==> config.mk <==
export PLATFORM = sky130hd
export DESIGN_NAME = fetch_unit
export DESIGN_NICKNAME = d
export VERILOG_FILES = /design/src/rtl/cpu_pkg.sv /design/src/rtl/fetch_fifo.sv /design/src/rtl/fetch_unit.sv
export SDC_FILE = /design/constraint.sdc
export NUM_CORES = 1
export LEC_CHECK = 0
export BUFFER_PORTS_ARGS = -buffer_cell sky130_fd_sc_hd__buf_4
export CELL_PAD_IN_SITES_DETAIL_PLACEMENT = 0
export CELL_PAD_IN_SITES_GLOBAL_PLACEMENT = 1
export CORE_MARGIN = 2
export CORE_UTILIZATION = 46
export CTS_BUF_LIST = sky130_fd_sc_hd__clkbuf_16
export DETAILED_ROUTE_END_ITERATION = 10
export PLACE_DENSITY = 0.95
export SLEW_MARGIN = 20
export SYNTH_ARGS = -nofsm -noshare
export SYNTH_HDL_FRONTEND = slang
export SYNTH_HIERARCHICAL = 1
export SYNTH_SLANG_ARGS = --single-unit
==> constraint.sdc <==
create_clock -name clk -period 6.9 [get_ports clk]
set_clock_uncertainty 0.15 [all_clocks]
set_input_delay 0.69 -clock clk [delete_from_list [all_inputs] [get_ports clk]]
set_output_delay 0.69 -clock clk [all_outputs]
set_load 0.01 [all_outputs]
==> src/rtl/cpu_pkg.sv <==
// Shared widths and reset defaults for the instruction fetch front end.
package cpu_pkg;
  localparam int ADDR_W = 8;
  localparam int INST_W = 8;
  localparam logic [ADDR_W-1:0] RESET_PC_DEFAULT = 8'h00;
endpackage

==> src/rtl/fetch_fifo.sv <==
// Instruction buffer: strict FIFO of {pc, inst} pairs with flush and occupancy count.
module fetch_fifo
  import cpu_pkg::*;
#(
  parameter int DEPTH = 2
)(
  input  logic                          clk,
  input  logic                          reset,
  input  logic                          push,
  input  logic [ADDR_W-1:0]             push_pc,
  input  logic [INST_W-1:0]             push_inst,
  input  logic                          pop,
  input  logic                          flush,
  output logic                          valid,
  output logic [ADDR_W-1:0]             head_pc,
  output logic [INST_W-1:0]             head_inst,
  output logic [$clog2(DEPTH+1)-1:0]    count
);
  localparam int PTR_W = $clog2(DEPTH);
  localparam int CNT_W = $clog2(DEPTH+1);

  logic [ADDR_W-1:0] mem_pc   [DEPTH];
  logic [INST_W-1:0] mem_inst [DEPTH];
  logic [PTR_W-1:0]  rd_ptr;
  logic [PTR_W-1:0]  wr_ptr;
  logic              do_pop;

  assign valid     = (count != '0);
  assign do_pop    = pop & valid;
  assign head_pc   = mem_pc[rd_ptr];
  assign head_inst = mem_inst[rd_ptr];

  // DEPTH is a power of two, so pointers wrap naturally.
  always_ff @(posedge clk) begin
    if (!reset) begin
      rd_ptr <= '0;
      wr_ptr <= '0;
      count  <= '0;
      for (int i = 0; i < DEPTH; i++) begin
        mem_pc[i]   <= '0;
        mem_inst[i] <= '0;
      end
    end else if (flush) begin
      rd_ptr <= '0;
      wr_ptr <= '0;
      count  <= '0;
    end else begin
      if (push) begin
        mem_pc[wr_ptr]   <= push_pc;
        mem_inst[wr_ptr] <= push_inst;
        wr_ptr           <= wr_ptr + PTR_W'(1);
      end
      if (do_pop) begin
        rd_ptr <= rd_ptr + PTR_W'(1);
      end
      if (push && !do_pop) begin
        count <= count + CNT_W'(1);
      end else if (!push && do_pop) begin
        count <= count - CNT_W'(1);
      end
    end
  end
endmodule

==> src/rtl/fetch_unit.sv <==
// Instruction fetch: pc register, issue throttling against buffer space, and
// one-deep in-flight tracking for a memory with fixed one-cycle read latency.
module fetch_unit
  import cpu_pkg::*;
#(
  parameter int                DEPTH    = 2,
  parameter logic [ADDR_W-1:0] RESET_PC = RESET_PC_DEFAULT
)(
  input  logic              clk,
  input  logic              reset,
  output logic              imem_rd,
  output logic [ADDR_W-1:0] imem_addr,
  input  logic [INST_W-1:0] imem_data,
  input  logic              redirect,
  input  logic [ADDR_W-1:0] redirect_pc,
  input  logic              halt,
  output logic              inst_valid,
  input  logic              inst_ready,
  output logic [INST_W-1:0] inst,
  output logic [ADDR_W-1:0] inst_pc
);
  localparam int CNT_W = $clog2(DEPTH+1);
  localparam int OCC_W = CNT_W + 1;

  logic [ADDR_W-1:0] pc;
  logic [ADDR_W-1:0] inflight_pc;
  logic              inflight;
  logic              issue;
  logic              pop;
  logic              push;
  logic              fifo_valid;
  logic [ADDR_W-1:0] head_pc;
  logic [INST_W-1:0] head_inst;
  logic [CNT_W-1:0]  count;
  logic [OCC_W-1:0]  occupancy;

  assign pop  = inst_valid & inst_ready;
  // A response landing in a redirect cycle belongs to the old stream.
  assign push = inflight & ~redirect;

  // Counting the in-flight fetch as occupied space keeps the buffer from overflowing.
  always_comb begin
    occupancy = OCC_W'(count) + OCC_W'(inflight) - OCC_W'(pop);
    issue     = reset & ~halt & ~redirect & (occupancy < OCC_W'(DEPTH));
  end

  assign imem_rd    = issue;
  assign imem_addr  = pc;
  assign inst_valid = fifo_valid & reset;
  assign inst       = reset ? head_inst : '0;
  assign inst_pc    = reset ? head_pc   : '0;

  always_ff @(posedge clk) begin
    if (!reset) begin
      pc          <= RESET_PC;
      inflight    <= 1'b0;
      inflight_pc <= '0;
    end else begin
      inflight    <= issue;
      inflight_pc <= pc;
      if (redirect) begin
        pc <= redirect_pc;
      end else if (issue) begin
        pc <= pc + ADDR_W'(1);
      end
    end
  end

  fetch_fifo #(
    .DEPTH (DEPTH)
  ) u_fifo (
    .clk       (clk),
    .reset     (reset),
    .push      (push),
    .push_pc   (inflight_pc),
    .push_inst (imem_data),
    .pop       (pop),
    .flush     (redirect),
    .valid     (fifo_valid),
    .head_pc   (head_pc),
    .head_inst (head_inst),
    .count     (count)
  );
endmodule

# [Word-level counts from Yosys, hierarchy flattened]
# Memory sizes are Yosys's and may differ from the RTL's. A register that Yosys moved wholly into a read port is not among the register bits.
# Cells that the tools add are included.
# Widths: inputs -> output; s select.
[op_classes] n_mux=21 reduce_logical=10 order_cmp=1 bitwise_logic=10 add_sub_neg=7
[op_table] cell="$mux 8" n=6
[op_table] cell="$reduce_or 8->1" n=2
[op_table] cell="$mux 1" n=13
[op_table] cell="$add 8x1->8 const B" n=1
[op_table] cell="$and 1x1->1" n=7
[op_table] cell="$reduce_bool 2->1" n=3
[op_table] cell="$mux 2" n=2
[op_table] cell="$add 2x1->3" n=1
[op_table] cell="$lt 3x2->1 const B" n=1
[op_table] cell="$not 1->1" n=3
[op_table] cell="$sub 3x1->3" n=1
[op_table] cell="$add 1x1->1 const B" n=2
[op_table] cell="$add 2x1->2 const B" n=1
[op_table] cell="$logic_and 1x1->1" n=2
[op_table] cell="$logic_not 1->1" n=2
[op_table] cell="$reduce_or 2->1" n=1
[op_table] cell="$sub 2x1->2 const B" n=1
[totals] out_inout_bits=26 mem_count=2 ramBits=32 ff_bits=21 inputBits=21
[mem_list] memory="u_fifo.mem_inst" words=2 word_bits=8 rd=1 rd_ports_with_merged_regs=1 wr=2 line="fetch_fifo.sv:23" rtl="logic [INST_W-1:0] mem_inst [DEPTH];"
[mem_list] memory="u_fifo.mem_pc" words=2 word_bits=8 rd=1 rd_ports_with_merged_regs=1 wr=2 line="fetch_fifo.sv:22" rtl="logic [ADDR_W-1:0] mem_pc [DEPTH];"

# [Depth between registers and ports, before layout]
# Gate-level depths: netlist (run 1).
[logic_depth] word_depth=8 ltp_mapped=10 depth_no_buf=10

# [Hierarchy]
# The synthesis (run 1) kept the hierarchy.
[modules_own_cells] module="fetch_fifo" area_per_inst_um2=1585.3 instances=1 cells_each=128
[modules_own_cells] module="fetch_unit" area_per_inst_um2=880.8 instances=1 cells_each=103

# [Worst setup path before layout (run 1)]
# OpenSTA, ideal clock, no wires.
[synth_path] path_kind="input to output" start="input port reset" end="output port imem_rd" path_slack_ps=3666 arrival_ps=2394 cell_stages=8 n_path_buf=1 cell_sequence="clkbuf_1 -> and3_1 -> ha_1 -> nand2b_1 -> fa_1 -> and4bb_1 -> nand2_2 -> inv_2"
[synth_between] elab_chain_len=5 word_cells_on_any_way=7
[synth_rtl] item="start, declared" line="fetch_unit.sv:10" rtl="input logic reset,"
[synth_rtl] item="$and 1x1->1" line="fetch_unit.sv:49" rtl="assign inst_valid = fifo_valid & reset;"
[synth_rtl] item="$and 1x1->1" line="fetch_unit.sv:37" rtl="assign pop = inst_valid & inst_ready;"
[synth_rtl] item="named net pop" line="fetch_unit.sv:29" rtl="logic pop;"
[synth_rtl] item="$sub 3x1->3" line="fetch_unit.sv:43" rtl="occupancy = OCC_W'(count) + OCC_W'(inflight) - OCC_W'(pop);"
[synth_rtl] item="$lt 3x2->1" line="fetch_unit.sv:44" rtl="issue = reset & ~halt & ~redirect & (occupancy < OCC_W'(DEPTH));"
[synth_rtl] item="$and 1x1->1" line="fetch_unit.sv:44"
[synth_rtl] item="end, declared" line="fetch_unit.sv:11" rtl="output logic imem_rd,"
# The timed path passes the listed nets, and every way through them passes these cells.

# [Final worst setup path (run 1)]
[layout_path] start="register u_fifo.count[1]" end="output port imem_rd"
[layout_between] elab_chain_len=6 word_cells_on_any_way=7
[layout_rtl] item="start, declared" line="fetch_fifo.sv:17" rtl="output logic [$clog2(DEPTH+1)-1:0] count"
[layout_rtl] item="start signal, assigned" line="fetch_fifo.sv:57" rtl="count <= count + CNT_W'(1);"
[layout_rtl] item="start signal, assigned" line="fetch_fifo.sv:59" rtl="count <= count - CNT_W'(1);"
[layout_rtl] item="$reduce_bool 2->1" line="fetch_fifo.sv:28" rtl="assign valid = (count != '0);"
[layout_rtl] item="named net fifo_valid" line="fetch_unit.sv:31" rtl="logic fifo_valid;"
[layout_rtl] item="$and 1x1->1" line="fetch_unit.sv:49"
[layout_rtl] item="$and 1x1->1" line="fetch_unit.sv:37"
[layout_rtl] item="named net pop" line="fetch_unit.sv:29"
[layout_rtl] item="$sub 3x1->3" line="fetch_unit.sv:43"
[layout_rtl] item="$lt 3x2->1" line="fetch_unit.sv:44"
[layout_rtl] item="$and 1x1->1" line="fetch_unit.sv:44"
# The timed path passes the listed nets, and every way through them passes these cells.

==> results of run 1 <==
-- metal layers --
metal | up-vias | global-route usage (%) | wire length (um)
li1 | 880 | - | -
met1 | 823 | 20.8 | 2070
met2 | 61 | 27.5 | 2230
met3 | 9 | 4.24 | 314
met4 | 0 | 6.79 | 85
met5 | - | 0 | 0
-- final cells by class --
type / count / area [um2]
well taps: 70 / 87.6
fillers: 459 / 2110
repair buffers: 48 / 360
multi-input cells: 158 / 980
inverters: 9 / 33.8
flip-flops and latches: 54 / 1400
clock inverters: 3 / 37.5
clock buffers: 5 / 125
-- sequential cells by signal, summed over array words and instances, names as in the netlist, named ones only --
signal           count
u_fifo/count         2
imem_addr            8
u_fifo/rd_ptr        1
u_fifo/wr_ptr        1
inflight             1
inflight_pc          8
u_fifo/mem_pc       16
u_fifo/mem_inst     16
-- worst min-delay path: stages, from the launching register on --
cell,delay [ns]
dfxtp_1,0.32
nand2b_1,0.07
a21oi_1,0.05
-- logic make-up (layout without fill, tap and decap cells) --
group | after synthesis | in the layout | synth area share, %
simple gates | 107 | 107 | 21.0
xor+xnor | 5 | 5 | 1.78
compound gates | 25 | 25 | 6.80
buf+inv | 19 | 65 | 3.55
flops | 54 | 54 | 56.8
mux | 17 | 17 | 7.71
fa+ha+maj | 4 | 4 | 2.33
-- power groups by stage --
stage               clock (mW)  sequential, mW  combinational, mW
global route             0.287           0.361             0.0641
detailed placement           0           0.366             0.0582
global placement             0           0.366             0.0576
CTS                      0.276           0.359             0.0586
finish                   0.270           0.359             0.0583
floorplan                    0           0.366             0.0307
-- cell usage after synthesis, types with 2 or more instances --
cell and number:
o21ai_0 6, nand2_1 26, nand2b_1 3, a21o_1 2
nor2_1 39, ha_1 3, o31ai_1 2, buf_2 3
a21oi_1 5, nand3_1 3, xor2_1 4, mux2_2 16
dfxtp_1 22, inv_1 7, a22o_1 2, inv_2 2
nor4_1 2, edfxtp_1 32, and2_1 22, clkbuf_1 4
nor2b_1 3
-- worst max-delay path by stage --
stage / end / slack, ns
after global placement: imem_rd / 3.40
final: imem_rd / 3.29
after CTS: imem_rd / 3.28
after global routing: imem_rd / 3.13
after detailed placement: imem_rd / 3.36
after floorplan: imem_rd / 3.67
==> metrics, run 1 <==
vias in the first global route=1744; setup repair bufs after CTS=0; gr ovfl total=0; Mean Syn Cell Area=10.7 um2; commonest cells after routing, fill and taps aside=buf_4 (48), nor2_1 (39), edfxtp_1 (32); HP Class=reg2reg; core region area=0.00514 mm2; clk_lat worst skew=0.28 ns; Yosys Warn Count=6; fin cells=347; Antenna diodes=0; Worst-path clk slew=0.06 ns; Cell Chain, Critical Path=or2_2 -> and3_1 -> ha_1 -> nand2b_1 -> fa_1 -> and4bb_1 -> nand2_2 -> inv_2 -> buf_4; initial antenna violation count=0; Worst path slowest cell=fa_1; asr flop ratio synth=0%; Die Height=77.2 um; Final Core Density=58.9%; # nets final=301; total track usage=16.6%; Leak=1.21 nW; Fmax=277 MHz; Slew Limit Fails=0; Worst Hold Launch=u_fifo/wr_ptr$_SDFFE_PP0P_; P_sw=0.138 mW; Final Hold Vio Count=0; WP depth=9; worst r2r src=u_fifo/count[1]$_SDFFE_PP0P_; antenna viol nets, final=0; Post-synth EDFFs=32; Via Count=1773; Crit. Startpoint=u_fifo/count[1]$_SDFFE_PP0P_; Seq/Total Area, Yosys=56.8%; Sw Ratio=20.1%; I/O pin count=47; Synth Flop Type=edfxtp_1; initial core utilization=48.0%; PwrDens=227 mW/mm2; WHS=0.338 ns; TNS Setup=0 ns; die width=77.2 um; Yosys top cell area share=39.0%; WHS Path Cells=2; Clock Power Share=39.3%; placer congestion estimate=0.835; Max Fanout on Critical Path=7; Min Clock Period, post-route=3.61 ns; RSZ-0062 raised after global routing=no; Syn Nets=256; Pre-antenna DRT Iters=4; endpoints failing setup=0; Placed Instance Area=0.00286 mm2; Finished Cell Area=0.00303 mm2; Detailed Place HPWL=3.13 mm; DP Worst Slack=3.36 ns; # H-tree levels=2; total wire length=4.71 mm; critical path data required time=6.06 ns; Critical Setup Path Class=reg2out; Slew Limit Headroom=49.7%; DR WL/cell=13.6 um; Comb power frac=8.5%; commonest non-fill, non-tap cell in the layout=buf_4; CP peak stage delay=0.51 ns; flops & latches, synth=54; Tightest Pin Transition=0.754 ns; cts hold-fix bufs=0; Synth Instances=231; largest cells by area after synthesis=edfxtp_1 (39%), dfxtp_1 (18%), mux2_2 (7.3%); Peak supply drop=0.108 mV; Sequential Power Share=52.2%; Pwr Total=0.688 mW; Worst Setup End Kind=output pin; Area Growth Syn to Fin=22.7%; Via density=5.11; Clock Tree Root=clkbuf_16; Rows=26; global-route wire length before repair=7.94 mm; final worst slack=3.29 ns; Int Pwr=0.550 mW; synth unique cells=44; Bufs on Longest Clock Path=2; layout cell share with drive strength beyond 1=27.1%; CTS Buf Count=5; status=finished, final reports clean; Max Cap Viol=0; I/O Buffers=46; Hold Path End=u_fifo/wr_ptr$_SDFFE_PP0P_; CP arrival=2.77 ns; R2R Setup Slk=3.82 ns; initial DRC count=100; Post-route DRC=0; Post-Syn Area=0.00247 mm2; CTS tree=built; leading area contributor after synthesis=edfxtp_1; Final Cycle Share=52.3%; worst r2r path cells=9; startpoint types=flop; CTS resizes=0; CP top delay family=simple AND/OR/NAND/NOR gates; clock sinks=54; worst r2r dst=imem_addr[6]$_SDFFE_PN0P_; largest net degree at the start of global routing=36; Die ar.=0.00596 mm2; total placed cells including tap cells=339; WP buf/inv=2
No activity file was read; power rests on OpenSTA's default activity.
==> inputs of run 2 (changes only) <==
--- a/config.mk
+++ b/config.mk
@@ -9,10 +9,10 @@
 export CELL_PAD_IN_SITES_DETAIL_PLACEMENT = 0
 export CELL_PAD_IN_SITES_GLOBAL_PLACEMENT = 1
 export CORE_MARGIN = 2
-export CORE_UTILIZATION = 46
+export CORE_UTILIZATION = 42
 export CTS_BUF_LIST = sky130_fd_sc_hd__clkbuf_16
 export DETAILED_ROUTE_END_ITERATION = 10
-export PLACE_DENSITY = 0.95
+export PLACE_DENSITY = 0.9
 export SLEW_MARGIN = 20
 export SYNTH_ARGS = -nofsm -noshare
 export SYNTH_HDL_FRONTEND = slang
==> constraint.sdc (replaced) <==
create_clock -name clk -period 3.63 [get_ports clk]
set_clock_uncertainty 0.15 [all_clocks]
set_input_delay 0.363 -clock clk [delete_from_list [all_inputs] [get_ports clk]]
set_output_delay 0.363 -clock clk [all_outputs]
set_load 0.01 [all_outputs]
==> run 2 against run 1 <==
Compared with the run above:
- setup slack worse by 2.9 ns
- largest power group unchanged
- clock power is 95% higher
- sequential share of layout area is 0.15 points lower
- highest routed layer unchanged
==> metrics, run 2 (synthesis gave the netlist of run 1 again) <==
status=finished, final reports clean; Rows=27; CP arrival=2.75 ns; commonest non-fill, non-tap cell in the layout=buf_4; total track usage=16.3%; Final Hold Vio Count=0; CTS resizes=0; endpoints failing setup=0; Peak supply drop=0.255 mV; Area Growth Syn to Fin=23.1%; critical path data required time=3.12 ns; Critical Setup Path Class=reg2out; core region area=0.00557 mm2; Slew Limit Headroom=50.1%; Fmax=306 MHz; Leak=1.21 nW; Max Cap Viol=0; Worst Setup End Kind=output pin; I/O Buffers=46; # H-tree levels=2; CTS Buf Count=5; TNS Setup=0 ns; Bufs on Longest Clock Path=2; Die ar.=0.00650 mm2; clk_lat worst skew=0.29 ns; commonest cells after routing, fill and taps aside=buf_4 (49), nor2_1 (39), edfxtp_1 (32); startpoint types=flop; initial antenna violation count=0; placer congestion estimate=0.935; DP Worst Slack=0.670 ns; Finished Cell Area=0.00304 mm2; die width=80.6 um; Via Count=1780; Die Height=80.6 um; CTS tree=built; Max Fanout on Critical Path=7; Post-route DRC=0; Clock Tree Root=clkbuf_16; final worst slack=0.367 ns; initial DRC count=74; RSZ-0062 raised after global routing=no; clock sinks=54; Pre-antenna DRT Iters=4; initial core utilization=44.2%; antenna viol nets, final=0; Antenna diodes=0; layout cell share with drive strength beyond 1=27.7%; Detailed Place HPWL=3.22 mm; HP Class=in2reg; vias in the first global route=1700; Slew Limit Fails=0; # nets final=302; DR WL/cell=14.0 um; global-route wire length before repair=8.02 mm; I/O pin count=47; setup repair bufs after CTS=0; Min Clock Period, post-route=3.26 ns; R2R Setup Slk=0.65 ns; Tightest Pin Transition=0.748 ns; Final Core Density=54.5%; Worst-path clk slew=0.07 ns; largest net degree at the start of global routing=36; Via density=5.09; Final Cycle Share=89.9%; Largest regs=u_fifo/mem_inst (16), u_fifo/mem_pc (16); PwrDens=436 mW/mm2; gr ovfl total=0; Placed Instance Area=0.00287 mm2; total wire length=4.89 mm; cts hold-fix bufs=0
[run 2: worst paths after layout]
| kind | start | cells past startpoint | to |
|---|---|---|---|
| min | redirect_pc[3] | 3 | imem_addr[3]$_SDFFE_PN0P_ |
| min reg2reg | u_fifo/wr_ptr$_SDFFE_PP0P_ | 2 | u_fifo/wr_ptr$_SDFFE_PP0P_ |
| max | u_fifo/count[1]$_SDFFE_PP0P_ | 9 | imem_rd |
| max reg2reg | u_fifo/count[1]$_SDFFE_PP0P_ | 9 | imem_addr[7]$_SDFFE_PN0P_ |
[run 2: critical path, cell delays in order (launching register included)]
cell and delay [ns]:
dfxtp_1 0.39, or2_2 0.33, and3_1 0.18, ha_1 0.28, nand2b_1 0.16, fa_1 0.49
and4bb_1 0.24, nand2_2 0.12, inv_2 0.14, buf_4 0.14
[run 2: area by class of cell]
| cell class | count | area, um2 |
|---|---|---|
| Clock inverter | 3 | 40.0 |
| Clock buffer | 5 | 125 |
| Fill cell | 512 | 2540 |
| Sequential cell | 54 | 1400 |
| Timing Repair Buffer | 49 | 368 |
| Multi-Input combinational cell | 158 | 977 |
| Tap cell | 72 | 90.1 |
| Inverter | 9 | 33.8 |
[run 2: per-stage QoR]
step / instances / hold slack, ns / power [mW]
final: 350 / 0.172 / 1.32
after global routing: 350 / 0.186 / 1.37
after CTS: 350 / 0.167 / 1.33
after detailed placement: 342 / 0.331 / 0.809
after global placement: 342 / 0.323 / 0.808
after floorplan: 231 / 0.314 / 0.754
[run 2: power breakdown]
group / switching (mW) / total, mW / internal (mW) / leakage, nW
Clock: 0.204 / 0.527 / 0.323 / 0.0836
Combinational: 0.0572 / 0.112 / 0.0550 / 0.618
Sequential: 0.0133 / 0.683 / 0.670 / 0.513
Total: 0.275 / 1.32 / 1.05 / 1.21
[run 2: metal layers]
layer	routed length (um)	part of all wire [%]	global-route usage, %	vias to the layer above
li1	-	-	-	884
met1	2310	47	21.2	833
met2	2250	46	26.8	55
met3	256	5.2	2.92	8
met4	75	1.5	6.61	0
met5	0	0	0	-
==> inputs of run 3 (changes only) <==
--- a/config.mk
+++ b/config.mk
@@ -5,15 +5,15 @@
 export SDC_FILE = /design/constraint.sdc
 export NUM_CORES = 1
 export LEC_CHECK = 0
-export BUFFER_PORTS_ARGS = -buffer_cell sky130_fd_sc_hd__buf_4
 export CELL_PAD_IN_SITES_DETAIL_PLACEMENT = 0
 export CELL_PAD_IN_SITES_GLOBAL_PLACEMENT = 1
 export CORE_MARGIN = 2
-export CORE_UTILIZATION = 42
+export CORE_UTILIZATION = 52
 export CTS_BUF_LIST = sky130_fd_sc_hd__clkbuf_16
 export DETAILED_ROUTE_END_ITERATION = 10
-export PLACE_DENSITY = 0.9
-export SLEW_MARGIN = 20
+export DONT_BUFFER_PORTS = 1
+export PLACE_DENSITY = 0.95
+export SLEW_MARGIN = 25
 export SYNTH_ARGS = -nofsm -noshare
 export SYNTH_HDL_FRONTEND = slang
 export SYNTH_HIERARCHICAL = 1
==> constraint.sdc (replaced) <==
create_clock -name clk -period 4 [get_ports clk]
set_clock_uncertainty 0.15 [all_clocks]
set_input_delay 0.4 -clock clk [delete_from_list [all_inputs] [get_ports clk]]
set_output_delay 0.4 -clock clk [all_outputs]
set_load 0.01 [all_outputs]
==> run 3 against run 2 <==
Compared with the run above:
- clock power fell by 11%
- register-to-register slack improved by 0.33 ns
- non-clock buffer count fell by 47
- via count fell by 9.1%
- routed wire length fell by 11%
- worst hold slack got worse by 0.077 ns
- highest routed layer unchanged
- total power fell by 13%
- critical path type unchanged
==> metrics, run 3 (synthesis gave the netlist of run 1 again) <==
status=finished, final reports clean; startpoint types=flop; Via density=5.68; Sw Ratio=19.8%; Critical Setup Path Class=reg2out; WHS Path Cells=1; vias in the first global route=1601; Worst Setup End Kind=output pin; RSZ-0062 raised after global routing=no; cts hold-fix bufs=0; endpoints failing setup=0; clock sinks=54; Fmax=313 MHz; Clock Tree Root=clkbuf_16; CP top delay family=simple AND/OR/NAND/NOR gates; Die Height=72.9 um; placer congestion estimate=0.763; antenna viol nets, final=0; HP Class=in2reg; I/O pin count=47; total wire length=4.35 mm; FF+latch area=0.00140 mm2; core region area=0.00466 mm2; Multi-input gate area=980 um2; Worst path slowest cell=fa_1; P_sw=0.228 mW; final worst slack=0.802 ns; layout cell share with drive strength beyond 1=12.6%; Comb power frac=5.2%; total track usage=17.4%; initial core utilization=52.9%; Post-route DRC=0; Leak=0.977 nW; Bufs on Longest Clock Path=2; critical path data required time=3.45 ns; DP Worst Slack=1.03 ns; die width=72.9 um; commonest non-fill, non-tap cell in the layout=nor2_1; Pre-antenna DRT Iters=4; WP buf/inv=1; Die ar.=0.00531 mm2; WP depth=8; Max Cap Viol=0; Min Clock Period, post-route=3.20 ns; CTS resizes=0; Peak supply drop=0.212 mV; clk_lat worst skew=0.28 ns; # H-tree levels=2; Final Hold Vio Count=0; CP peak stage delay=0.51 ns; Via Count=1618; Detailed Place HPWL=2.83 mm; Slew Limit Fails=0; Tightest Pin Transition=0.721 ns; Largest regs=u_fifo/mem_inst (16), u_fifo/mem_pc (16); PwrDens=433 mW/mm2; commonest cells after routing, fill and taps aside=nor2_1 (39), edfxtp_1 (32), nand2_1 (26); I/O Buffers=0; Rows=25; initial DRC count=83; Final Cycle Share=79.9%; Antenna diodes=0; CTS Buf Count=5; Sequential Power Share=54.1%; gr ovfl total=0; CTS tree=built; setup repair bufs after CTS=0; Clock Power Share=40.8%; # nets final=255; WHS=0.0948 ns; Slew Limit Headroom=51.9%; worst r2r path cells=9; Fillers=396; largest net degree at the start of global routing=36; DR WL/cell=15.3 um; Int Pwr=0.923 mW; initial antenna violation count=0; global-route wire length before repair=7.07 mm; CP arrival=2.65 ns; Cell Chain, Critical Path=or2_2 -> and3_1 -> ha_1 -> nand2b_1 -> fa_1 -> and4bb_1 -> nand2_2 -> inv_2; Worst-path clk slew=0.06 ns; TNS Setup=0 ns; Area Growth Syn to Fin=7.86%; Max Fanout on Critical Path=7
run 3: changes by cell type in the layout (fill, tap and decap cells not counted):
| cell | previous run | this run |
|---|---|---|
| buf_4 | 49 | 2 |
| nor2b_2 | 0 | 1 |
| clkinv_1 | 0 | 1 |
| nor2b_1 | 3 | 2 |
| inv_1 | 7 | 8 |
| clkinv_2 | 2 | 0 |
run 3: routing by layer:
layer,routed length (um),global-route usage (%),up-vias,part of all wire (%)
met1,1960,21.6,767,45
met4,55,7.61,0,1.3
li1,-,-,790,-
met3,354,5.11,5,8.1
met2,1970,28.4,56,45
met5,0,0,-,0
run 3: power by group through the flow:
stage	Clock [mW]	Sequential, mW	Combinational, mW
after detailed placement	0	0.634	0.0595
final	0.469	0.622	0.0597
after CTS	0.477	0.622	0.0600
after global routing	0.491	0.625	0.0668
after global placement	0	0.634	0.0586
after floorplan	0	0.631	0.0530
run 3: path summary, 6_finish.rpt:
kind,start,end,slack (ns)
worst max-delay path,u_fifo/count[1]$_SDFFE_PP0P_,imem_rd,0.80
worst min-delay path,reset,inflight_pc[1]$_SDFF_PN0_,0.09
worst max register to register,u_fifo/count[1]$_SDFFE_PP0P_,imem_addr[6]$_SDFFE_PN0P_,0.98
worst min register to register,u_fifo/wr_ptr$_SDFFE_PP0P_,u_fifo/wr_ptr$_SDFFE_PP0P_,0.35
run 3: stage by stage:
stage	utilization (%)	power, mW	cells	instance area, um2
6_report	57.1	1.15	285	2660
5_1_grt	57.1	1.18	285	2660
4_1_cts	57.1	1.16	285	2660
2_1_floorplan	-	0.684	231	2470
3_3_place_gp	53.5	0.692	277	2490
3_5_place_dp	53.6	0.694	277	2500
run 3: cell type report:
cell class | count | share of cell area (%)
Multi-Input combinational cell | 158 | 36.8
Tap cell | 54 | 2.54
Timing Repair Buffer | 2 | 0.564
Inverter | 9 | 1.27
Sequential cell | 54 | 52.7
Clock inverter | 3 | 1.41
Clock buffer | 5 | 4.70
